===== config.mk =====
export PLATFORM = sky130hd
export DESIGN_NAME = wb_uart_tx_fifo
export DESIGN_NICKNAME = d
export VERILOG_FILES = /design/src/rtl/wb_uart_tx_fifo.sv
export SDC_FILE = /design/constraint.sdc
export NUM_CORES = 1
export LEC_CHECK = 0
export CORE_MARGIN = 8
export CORE_UTILIZATION = 32
export DETAILED_ROUTE_END_ITERATION = 16
export PLACE_DENSITY = 0.47
export SYNTH_ARGS = -nofsm -noshare
export SYNTH_HDL_FRONTEND = slang
export SYNTH_SLANG_ARGS = --single-unit

===== constraint.sdc =====
create_clock -name i_clk -period 5.85 [get_ports i_clk]
set_input_delay 0.585 -clock i_clk [delete_from_list [all_inputs] [get_ports i_clk]]
set_output_delay 0.585 -clock i_clk [all_outputs]
set_load 0.02 [all_outputs]

===== src/rtl/wb_uart_tx_fifo.sv =====
// Wishbone-attached UART transmitter: CPU byte writes are queued in a FIFO and
// sent 8N1, LSB first, on o_tx. STATUS exposes FIFO level, busy and a sticky overflow flag.
module wb_uart_tx_fifo #(
  parameter int DIVISOR = 434,
  parameter int DEPTH   = 16
) (
  input  logic        i_clk,
  input  logic        i_rst,
  input  logic        i_wb_cyc,
  input  logic        i_wb_stb,
  input  logic        i_wb_we,
  input  logic [31:0] i_wb_adr,
  input  logic [31:0] i_wb_dat,
  output logic [31:0] o_wb_dat,
  output logic        o_wb_ack,
  output logic        o_tx
);

  localparam int AW = $clog2(DEPTH);
  localparam int CW = AW + 1;
  localparam logic [15:0]   BAUD_RELOAD = 16'(DIVISOR - 1);
  localparam logic [CW-1:0] FULL_COUNT  = CW'(DEPTH);

  typedef enum logic [1:0] {
    ST_IDLE  = 2'd0,
    ST_START = 2'd1,
    ST_DATA  = 2'd2,
    ST_STOP  = 2'd3
  } tx_state_t;

  logic [7:0]    r_mem [DEPTH];
  logic [AW-1:0] r_wptr;
  logic [AW-1:0] r_rptr;
  logic [CW-1:0] r_count;
  logic          r_ovf;
  logic          r_ack;
  logic [31:0]   r_dat;
  tx_state_t     r_state;
  logic [15:0]   r_baud;
  logic [2:0]    r_bit;
  logic [7:0]    r_shift;
  logic          r_tx;

  logic          w_req;
  logic          w_push;
  logic          w_stat_rd;
  logic          w_full;
  logic          w_empty;
  logic          w_pop;
  logic          w_push_ok;
  logic          w_ovf_set;
  logic [31:0]   w_status;
  logic          w_unused;

  // Bus request decode and FIFO push/pop qualification
  always_comb begin
    w_req     = i_wb_cyc & i_wb_stb & ~r_ack;
    w_full    = (r_count == FULL_COUNT);
    w_empty   = (r_count == CW'(0));
    w_push    = w_req & i_wb_we & ~i_wb_adr[2];
    w_stat_rd = w_req & ~i_wb_we & i_wb_adr[2];
    w_pop     = (r_state == ST_IDLE) & ~w_empty;
    // A pop on the same edge frees the slot, so a push to a full FIFO still lands.
    w_push_ok = w_push & (~w_full | w_pop);
    w_ovf_set = w_push & w_full & ~w_pop;
    w_status  = {19'd0, 9'(r_count), r_ovf, (r_state != ST_IDLE), w_empty, w_full};
  end

  assign w_unused = ^{i_wb_adr[31:3], i_wb_adr[1:0], i_wb_dat[31:8]};

  // Single-cycle ack, read data and sticky overflow flag
  always_ff @(posedge i_clk) begin
    if (i_rst) begin
      r_ack <= 1'b0;
      r_dat <= 32'd0;
      r_ovf <= 1'b0;
    end else begin
      r_ack <= w_req;
      r_dat <= w_stat_rd ? w_status : 32'd0;
      if (w_ovf_set) begin
        r_ovf <= 1'b1;
      end else if (w_stat_rd) begin
        r_ovf <= 1'b0;
      end
    end
  end

  // FIFO pointers and occupancy
  always_ff @(posedge i_clk) begin
    if (i_rst) begin
      r_wptr  <= AW'(0);
      r_rptr  <= AW'(0);
      r_count <= CW'(0);
    end else begin
      if (w_push_ok) r_wptr <= r_wptr + AW'(1);
      if (w_pop)     r_rptr <= r_rptr + AW'(1);
      case ({w_push_ok, w_pop})
        2'b10:   r_count <= r_count + CW'(1);
        2'b01:   r_count <= r_count - CW'(1);
        default: r_count <= r_count;
      endcase
    end
  end

  // FIFO storage; contents are discarded on reset by clearing the pointers
  always_ff @(posedge i_clk) begin
    if (w_push_ok) r_mem[r_wptr] <= i_wb_dat[7:0];
  end

  // Transmit FSM with baud counter and registered serial output
  always_ff @(posedge i_clk) begin
    if (i_rst) begin
      r_state <= ST_IDLE;
      r_baud  <= 16'd0;
      r_bit   <= 3'd0;
      r_shift <= 8'd0;
      r_tx    <= 1'b1;
    end else begin
      case (r_state)
        ST_IDLE: begin
          if (w_pop) begin
            r_shift <= r_mem[r_rptr];
            r_baud  <= BAUD_RELOAD;
            r_tx    <= 1'b0;
            r_state <= ST_START;
          end else begin
            r_tx <= 1'b1;
          end
        end
        ST_START: begin
          if (r_baud == 16'd0) begin
            r_baud  <= BAUD_RELOAD;
            r_bit   <= 3'd0;
            r_tx    <= r_shift[0];
            r_state <= ST_DATA;
          end else begin
            r_baud <= r_baud - 16'd1;
          end
        end
        ST_DATA: begin
          if (r_baud == 16'd0) begin
            r_baud <= BAUD_RELOAD;
            if (r_bit == 3'd7) begin
              r_tx    <= 1'b1;
              r_state <= ST_STOP;
            end else begin
              r_bit   <= r_bit + 3'd1;
              r_shift <= {1'b0, r_shift[7:1]};
              r_tx    <= r_shift[1];
            end
          end else begin
            r_baud <= r_baud - 16'd1;
          end
        end
        ST_STOP: begin
          if (r_baud == 16'd0) begin
            r_tx    <= 1'b1;
            r_state <= ST_IDLE;
          end else begin
            r_baud <= r_baud - 16'd1;
          end
        end
        default: begin
          r_tx    <= 1'b1;
          r_state <= ST_IDLE;
        end
      endcase
    end
  end

  assign o_tx     = r_tx;
  assign o_wb_ack = r_ack;
  assign o_wb_dat = r_dat;

endmodule


==> flow_metrics.tcl, run 1 <==
set metrics [dict create \
    status "completed" \
    num_rows 57 \
    clock_sinks 186 \
    synthDistinctLibCells 66 \
    cts.htree.levels 4 \
    synth_edf_count 128 \
    wire_per_inst_um 18.4 \
    setup_slack_ns 2.78 \
    clock.fmax_ghz 0.326 \
    met2_usage_pct 19.7 \
    clk_latency_ns 0.43 \
    p_int_w 0.00257 \
    die-area_sq_um 30200 \
    io_buffers 24 \
    drc 0 \
    grt_pass1_wl_um 27300 \
    powerDensity_nw_per_um2 441 \
    met1_usage_pct 14.4 \
    critPathLaunch "i_wb_stb" \
    reg2reg_from "r_count[0]" \
    clkPwrFrac_pct 27.4 \
    worstReg2RegEnd "r_count[4]" \
    most-common-layout-cells "edfxtp_1 (128), dfxtp_1 (57), nor2_1 (50), mux2i_1 (41), a21oi_1 (27)" \
    cts_root_buffer "clkbuf_16" \
    start_util_pct 32.7 \
    globalRoute.totalOverflow 0 \
    p_sw_share_pct 35.2 \
    dp_slack_ns 2.31 \
    worstSetupEndpointType "register" \
    hpwl_um 11700 \
    hold_class "register to register" \
    syn_area_per_cell_sq_um 13.5 \
    tns_ns 0 \
    critPathLaunchType "input pin" \
    track_usage_pct 11.6 \
    seq_area_frac_synth_pct 62.8 \
    period_share_pct 52.4 \
    drive_gt1_share_pct 10.7 \
    drv_slew 0 \
    ys_async_sr_fraction_pct 0 \
    first_global_vias 4778 \
    ys.flop_type "edfxtp_1" \
    cts-buffers-inserted 17 \
    relSlewSlack_pct 25.6 \
    p_leak_nw 2.97 \
    clock_skew_ns 0.00905 \
    grt_use_met3_pct 2.85 \
    regToRegSetupSlack_ns 2.85 \
    worstPathMaxFanout 10 \
    core_area_sq_um 24400 \
    grt_busiest_layer "met2" \
    place.gp.congestion 0.755 \
    required_ns 5.89 \
    slowest_delay_ns 0.89 \
    pwr-share-comb_pct 32.5 \
    grt_max_degree 39 \
    synth_warnings 0 \
    antenna_cells 0 \
    p_total_w 0.00397 \
    fillers 2351 \
    ctsLongestPathBuffers 2 \
    first_iter_violations 241 \
    netlist_area_sq_um 7970 \
    detailedRoute.firstPassIterationCount 7 \
    crit_slowest_cell "nor2_1" \
    grt_antenna_before_repair 0 \
    cts_setup_buffers 0 \
    num_vias 4763 \
    drv_cap 0 \
    ant_nets 0 \
    ioPinCount 103 \
    clk_pin_slew_ns 0.07 \
    post_cts_resized 0 \
    fin_crit_ns 3.07 \
    cp_cell_sequence "clkdlybuf4s50_1 > nor4bb_1 > o311a_1 > nand2_1 > nor2_1" \
    switchingPower_w 0.00140 \
    setup_viol 0 \
    power_frac_seq_pct 40.1 \
    synth_seq_cells 186 \
    hp-start "r_bit[1]" \
    fin_nets 699 \
    fp.dieH_um 174 \
    final_util_pct 36.9 \
    netlist_instances 591 \
    min_delay_path_depth 2 \
    r2r_cells 9 \
    tightest_slew_ns 1.11 \
    cts_hold_buf 0 \
    hold_violations 0 \
    multiInputGateArea_sq_um 2720 \
    vdd_ir_drop_max_mv 0.198 \
    mostFrequentLayoutCell "edfxtp_1" \
    drt-vias-per-instance 5.02 \
    worstPathArrival_ns 3.11 \
    synthToLayoutAreaGrowth_pct 13.1 \
    die-width_um 174 \
    min_to "r_bit[1]" \
    final-seq-area_sq_um 5010 \
    cts_tree "yes" \
    worstSetupPathType "input pin to register" \
    rsz0062_at_grt "no" \
    drt_wl_total_um 17400 \
]
final cells by class:
| type | instances | area share (%) |
|---|---|---|
| sequential | 186 | 55.5 |
| multi-input combinational | 363 | 30.2 |
| clock buffer | 17 | 4.72 |
| tap | 324 | 4.50 |
| timing repair buffer | 27 | 2.92 |
| clock inverter | 13 | 1.39 |
| inverter | 18 | 0.750 |
power by group through the flow:
stage	logic, W	clock network, W	registers, W
floorplan	0.00101	0	0.00160
global placement	0.00127	0	0.00162
detailed placement	0.00129	0	0.00162
CTS	0.00129	0.00111	0.00159
global route	0.00143	0.00117	0.00161
finish	0.00129	0.00109	0.00159
critical path: cells and delay by family:
family | cells | cell delay [ns]
AND/OR/NAND/NOR | 3 | 1.56
AO/OA/AOI/OAI | 1 | 0.49
buffers and inverters | 1 | 0.47
layer usage:
metal	share of wire, %	vias to the layer above
li1	-	2242
met5	0	-
met1	44	2392
met3	5.0	18
met4	1.1	0
met2	50	111
sequential cells by signal (all words and copies together), names as in the netlist, named ones only:
name      count
o_tx          1
r_state       2
r_wptr        4
r_rptr        4
r_ovf         1
r_shift       8
o_wb_dat      9
r_baud       16
r_mem       128
o_wb_ack      1
r_bit         3
r_count       5
metrics by stage:
step | cells | hold slack [ns] | area (sq um)
final | 948 | 0.483 | 9010
after CTS | 948 | 0.484 | 9010
after detailed placement | 918 | 0.472 | 8460
after floorplan | 613 | 0.426 | 8050
after global placement | 918 | 0.447 | 8460
after global routing | 948 | 0.505 | 9010
Yosys cell counts (all sizes together) (4+ instances only):
| cell | number | share of area, % |
|---|---|---|
| a2111oi | 4 | 0.44 |
| a211oi | 6 | 0.63 |
| a21o | 4 | 0.39 |
| a21oi | 27 | 1.7 |
| a221o | 7 | 0.88 |
| a221oi | 10 | 1.2 |
| and2 | 8 | 0.64 |
| buf | 37 | 3.1 |
| clkbuf | 9 | 0.42 |
| dfxtp | 58 | 15 |
| edfxtp | 128 | 48 |
| ha | 16 | 2.5 |
| inv | 17 | 0.80 |
| mux2i | 41 | 5.1 |
| mux4 | 14 | 4.0 |
| nand2 | 25 | 1.2 |
| nand2b | 8 | 0.63 |
| nand3b | 4 | 0.38 |
| nand4 | 6 | 0.47 |
| nor2 | 51 | 2.5 |
| nor2b | 5 | 0.39 |
| nor3 | 7 | 0.44 |
| nor4 | 6 | 0.71 |
| o21ai | 20 | 1.3 |
| o221ai | 6 | 0.66 |
| o22ai | 12 | 0.94 |
| o31ai | 4 | 0.38 |
| xnor2 | 9 | 0.99 |
| xor2 | 4 | 0.44 |
how the worst max path moves through the flow:
| stage | slack (ns) | cells after the start | to |
|---|---|---|---|
| 6_report | 2.78 | 5 | r_mem[4][0] |
| 3_3_place_gp | 2.34 | 5 | r_mem[4][6] |
| 2_1_floorplan | 3.34 | 10 | r_count[4] |
| 3_5_place_dp | 2.31 | 5 | r_mem[4][6] |
| 4_1_cts | 2.79 | 5 | r_mem[4][0] |
| 5_1_grt | 2.54 | 9 | r_count[4] |
cell families after synthesis:
group | after synthesis | share of synthesized area [%]
adder cells (fa/ha/maj) | 17 | 2.76
AND/OR/NAND/NOR | 137 | 9.00
XOR/XNOR | 13 | 1.43
other | 1 | 0.0471
AO/OA/AOI/OAI | 115 | 10.0
buffers and inverters | 64 | 4.35
multiplexers | 58 | 9.58
flip-flops | 186 | 62.8
Power figures use the tool's default switching activity.
==> run 2: changes to the inputs <==
--- a/config.mk
+++ b/config.mk
@@ -8,7 +8,7 @@
 export CORE_MARGIN = 8
 export CORE_UTILIZATION = 32
 export DETAILED_ROUTE_END_ITERATION = 16
-export PLACE_DENSITY = 0.47
+export PLACE_DENSITY = 0.49
 export SYNTH_ARGS = -nofsm -noshare
 export SYNTH_HDL_FRONTEND = slang
 export SYNTH_SLANG_ARGS = --single-unit
==> constraint.sdc (replaced) <==
create_clock -name i_clk -period 2.8 [get_ports i_clk]
set_input_delay 0.28 -clock i_clk [delete_from_list [all_inputs] [get_ports i_clk]]
set_output_delay 0.28 -clock i_clk [all_outputs]
set_load 0.02 [all_outputs]
==> flow_metrics.tcl, run 2 (synthesis gave the netlist of run 1 again) <==
set metrics [dict create \
    period_share_pct 90.0 \
    grt_max_degree 27 \
    worstSetupEndpointType "register" \
    worstPathArrival_ns 2.86 \
    clock_sinks 186 \
    num_vias 4822 \
    reg2reg_from "r_baud[0]" \
    critPathLaunch "r_baud[0]" \
    fin_crit_ns 2.52 \
    tightest_slew_ns 0.723 \
    cts_tree "yes" \
    powerDensity_nw_per_um2 932 \
    slowest_delay_ns 0.62 \
    hp-start "r_bit[2]" \
    core_area_sq_um 24400 \
    rsz0062_at_grt "no" \
    cts_setup_buffers 0 \
    clock_skew_ns 0.0109 \
    detailedRoute.firstPassIterationCount 5 \
    grt_antenna_before_repair 0 \
    drt-vias-per-instance 4.89 \
    cp_cell_sequence "inv_1 > ha_1 > nor4b_2 > buf_4 > and4_1 > a21oi_1 > o21ai_0 > a221oi_1" \
    p_sw_share_pct 34.1 \
    clk_latency_ns 0.43 \
    worstReg2RegEnd "r_baud[5]" \
    dr.max_layer_used "met4" \
    p_int_w 0.00573 \
    power_frac_seq_pct 38.6 \
    clock.fmax_ghz 0.397 \
    worstPathMaxFanout 11 \
    drive_gt1_share_pct 15.3 \
    switchingPower_w 0.00297 \
    drc 0 \
    ant_nets 0 \
    required_ns 3.14 \
    drt_wl_total_um 17100 \
    largest_reg_flops 128 \
    min_to "r_bit[2]" \
    critPathLaunchType "register" \
    top_register "r_mem" \
    relSlewSlack_pct 51.6 \
    min_delay_path_depth 2 \
    fin_nets 735 \
    cts_hold_buf 0 \
    crit_slowest_cell "a21oi_1" \
    p_leak_nw 3.18 \
    clk_pin_slew_ns 0.07 \
    finalHoldWorstSlack_ns 0.464 \
    die-width_um 174 \
    track_usage_pct 11.6 \
    ioPinCount 103 \
    setup_viol 0 \
    mostFrequentLayoutCell "edfxtp_1" \
    hold_class "register to register" \
    cts_root_buffer "clkbuf_16" \
    most-common-layout-cells "edfxtp_1 (128), dfxtp_1 (57), nor2_1 (50), mux2i_1 (41), buf_4 (39)" \
    antenna_cells 0 \
    hold_violations 0 \
    die-area_sq_um 30200 \
    fp.dieH_um 174 \
    placedInstanceArea_sq_um 8710 \
    r2r_cells 8 \
    place.gp.congestion 0.767 \
    tns_ns 0 \
    cts-buffers-inserted 17 \
    cts.htree.levels 4 \
    wl_met3_um 542 \
    num_rows 57 \
    regToRegSetupSlack_ns 0.28 \
    io_buffers 24 \
    wl_met2_um 8700 \
    p_total_w 0.00869 \
    synthToLayoutAreaGrowth_pct 17.1 \
    hpwl_um 12000 \
    first_iter_violations 307 \
    final_area_sq_um 9330 \
    ctsLongestPathBuffers 2 \
    drv_slew 0 \
    pwr-share-comb_pct 32.8 \
    drt-met1-wl_um 7590 \
    start_util_pct 32.7 \
    grt_pass1_wl_um 27500 \
    vdd_ir_drop_max_mv 0.459 \
    first_global_vias 4823 \
    worstSetupPathType "register to register" \
    globalRoute.totalOverflow 0 \
    drv_cap 0 \
    wire_per_inst_um 17.4 \
    status "completed" \
    post_cts_resized 0 \
    clkPwrFrac_pct 28.6 \
]
-- run 2: layout make-up --
cell class / count / area, sq um
fillers: 2332 / 15100
well taps: 324 / 405
multi-input cells: 363 / 2700
repair buffers: 63 / 533
clock buffers: 17 / 425
flip-flops and latches: 186 / 5010
inverters: 18 / 67.6
clock inverters: 15 / 193
-- run 2: worst max path at each step --
stage            endpoint  slack (ns)
2_1_floorplan  r_count[4]        0.29
3_3_place_gp   r_count[4]        0.02
3_5_place_dp   r_count[4]       -0.08
4_1_cts        r_count[4]        0.29
5_1_grt         r_baud[5]        0.09
6_report        r_baud[5]        0.28
-- run 2: critical path, delay by kind of cell, from the launching register on --
kind	cells	cell delay, ns
adders and majority gates	1	0.26
buffers and inverters	2	0.25
and+or+nand+nor	2	0.51
AOI/OAI and AO/OA	3	1.06
DFF	1	0.36
-- run 2: routing by layer --
metal  global-route usage, %  vias up
met4                    4.45        0
met1                    14.6     2385
met3                    2.00       18
li1                        -     2328
met2                    19.5       91
met5                       0        -
-- run 2: power by group through the flow --
stage / sequential (W) / combinational (W) / clock, W
2_1_floorplan: 0.00334 / 0.00211 / 0
3_3_place_gp: 0.00341 / 0.00280 / 0
3_5_place_dp: 0.00341 / 0.00285 / 0
4_1_cts: 0.00336 / 0.00286 / 0.00254
5_1_grt: 0.00339 / 0.00315 / 0.00266
6_report: 0.00336 / 0.00285 / 0.00249
-- run 2: stage by stage --
stage	setup slack [ns]	std cells	util (%)
2_1_floorplan	0.288	613	-
3_3_place_gp	0.0160	954	35.7
3_5_place_dp	-0.0758	954	35.7
4_1_cts	0.292	986	38.3
5_1_grt	0.0867	986	38.3
6_report	0.279	986	38.3
==> run 3: changes to the inputs <==
--- a/config.mk
+++ b/config.mk
@@ -9,6 +9,7 @@
 export CORE_UTILIZATION = 32
 export DETAILED_ROUTE_END_ITERATION = 16
 export PLACE_DENSITY = 0.49
+export SLEW_MARGIN = 10
 export SYNTH_ARGS = -nofsm -noshare
 export SYNTH_HDL_FRONTEND = slang
 export SYNTH_SLANG_ARGS = --single-unit
==> results of run 3 <==
Same layout as run 2: the final DEF is identical, and so are final timing and power.
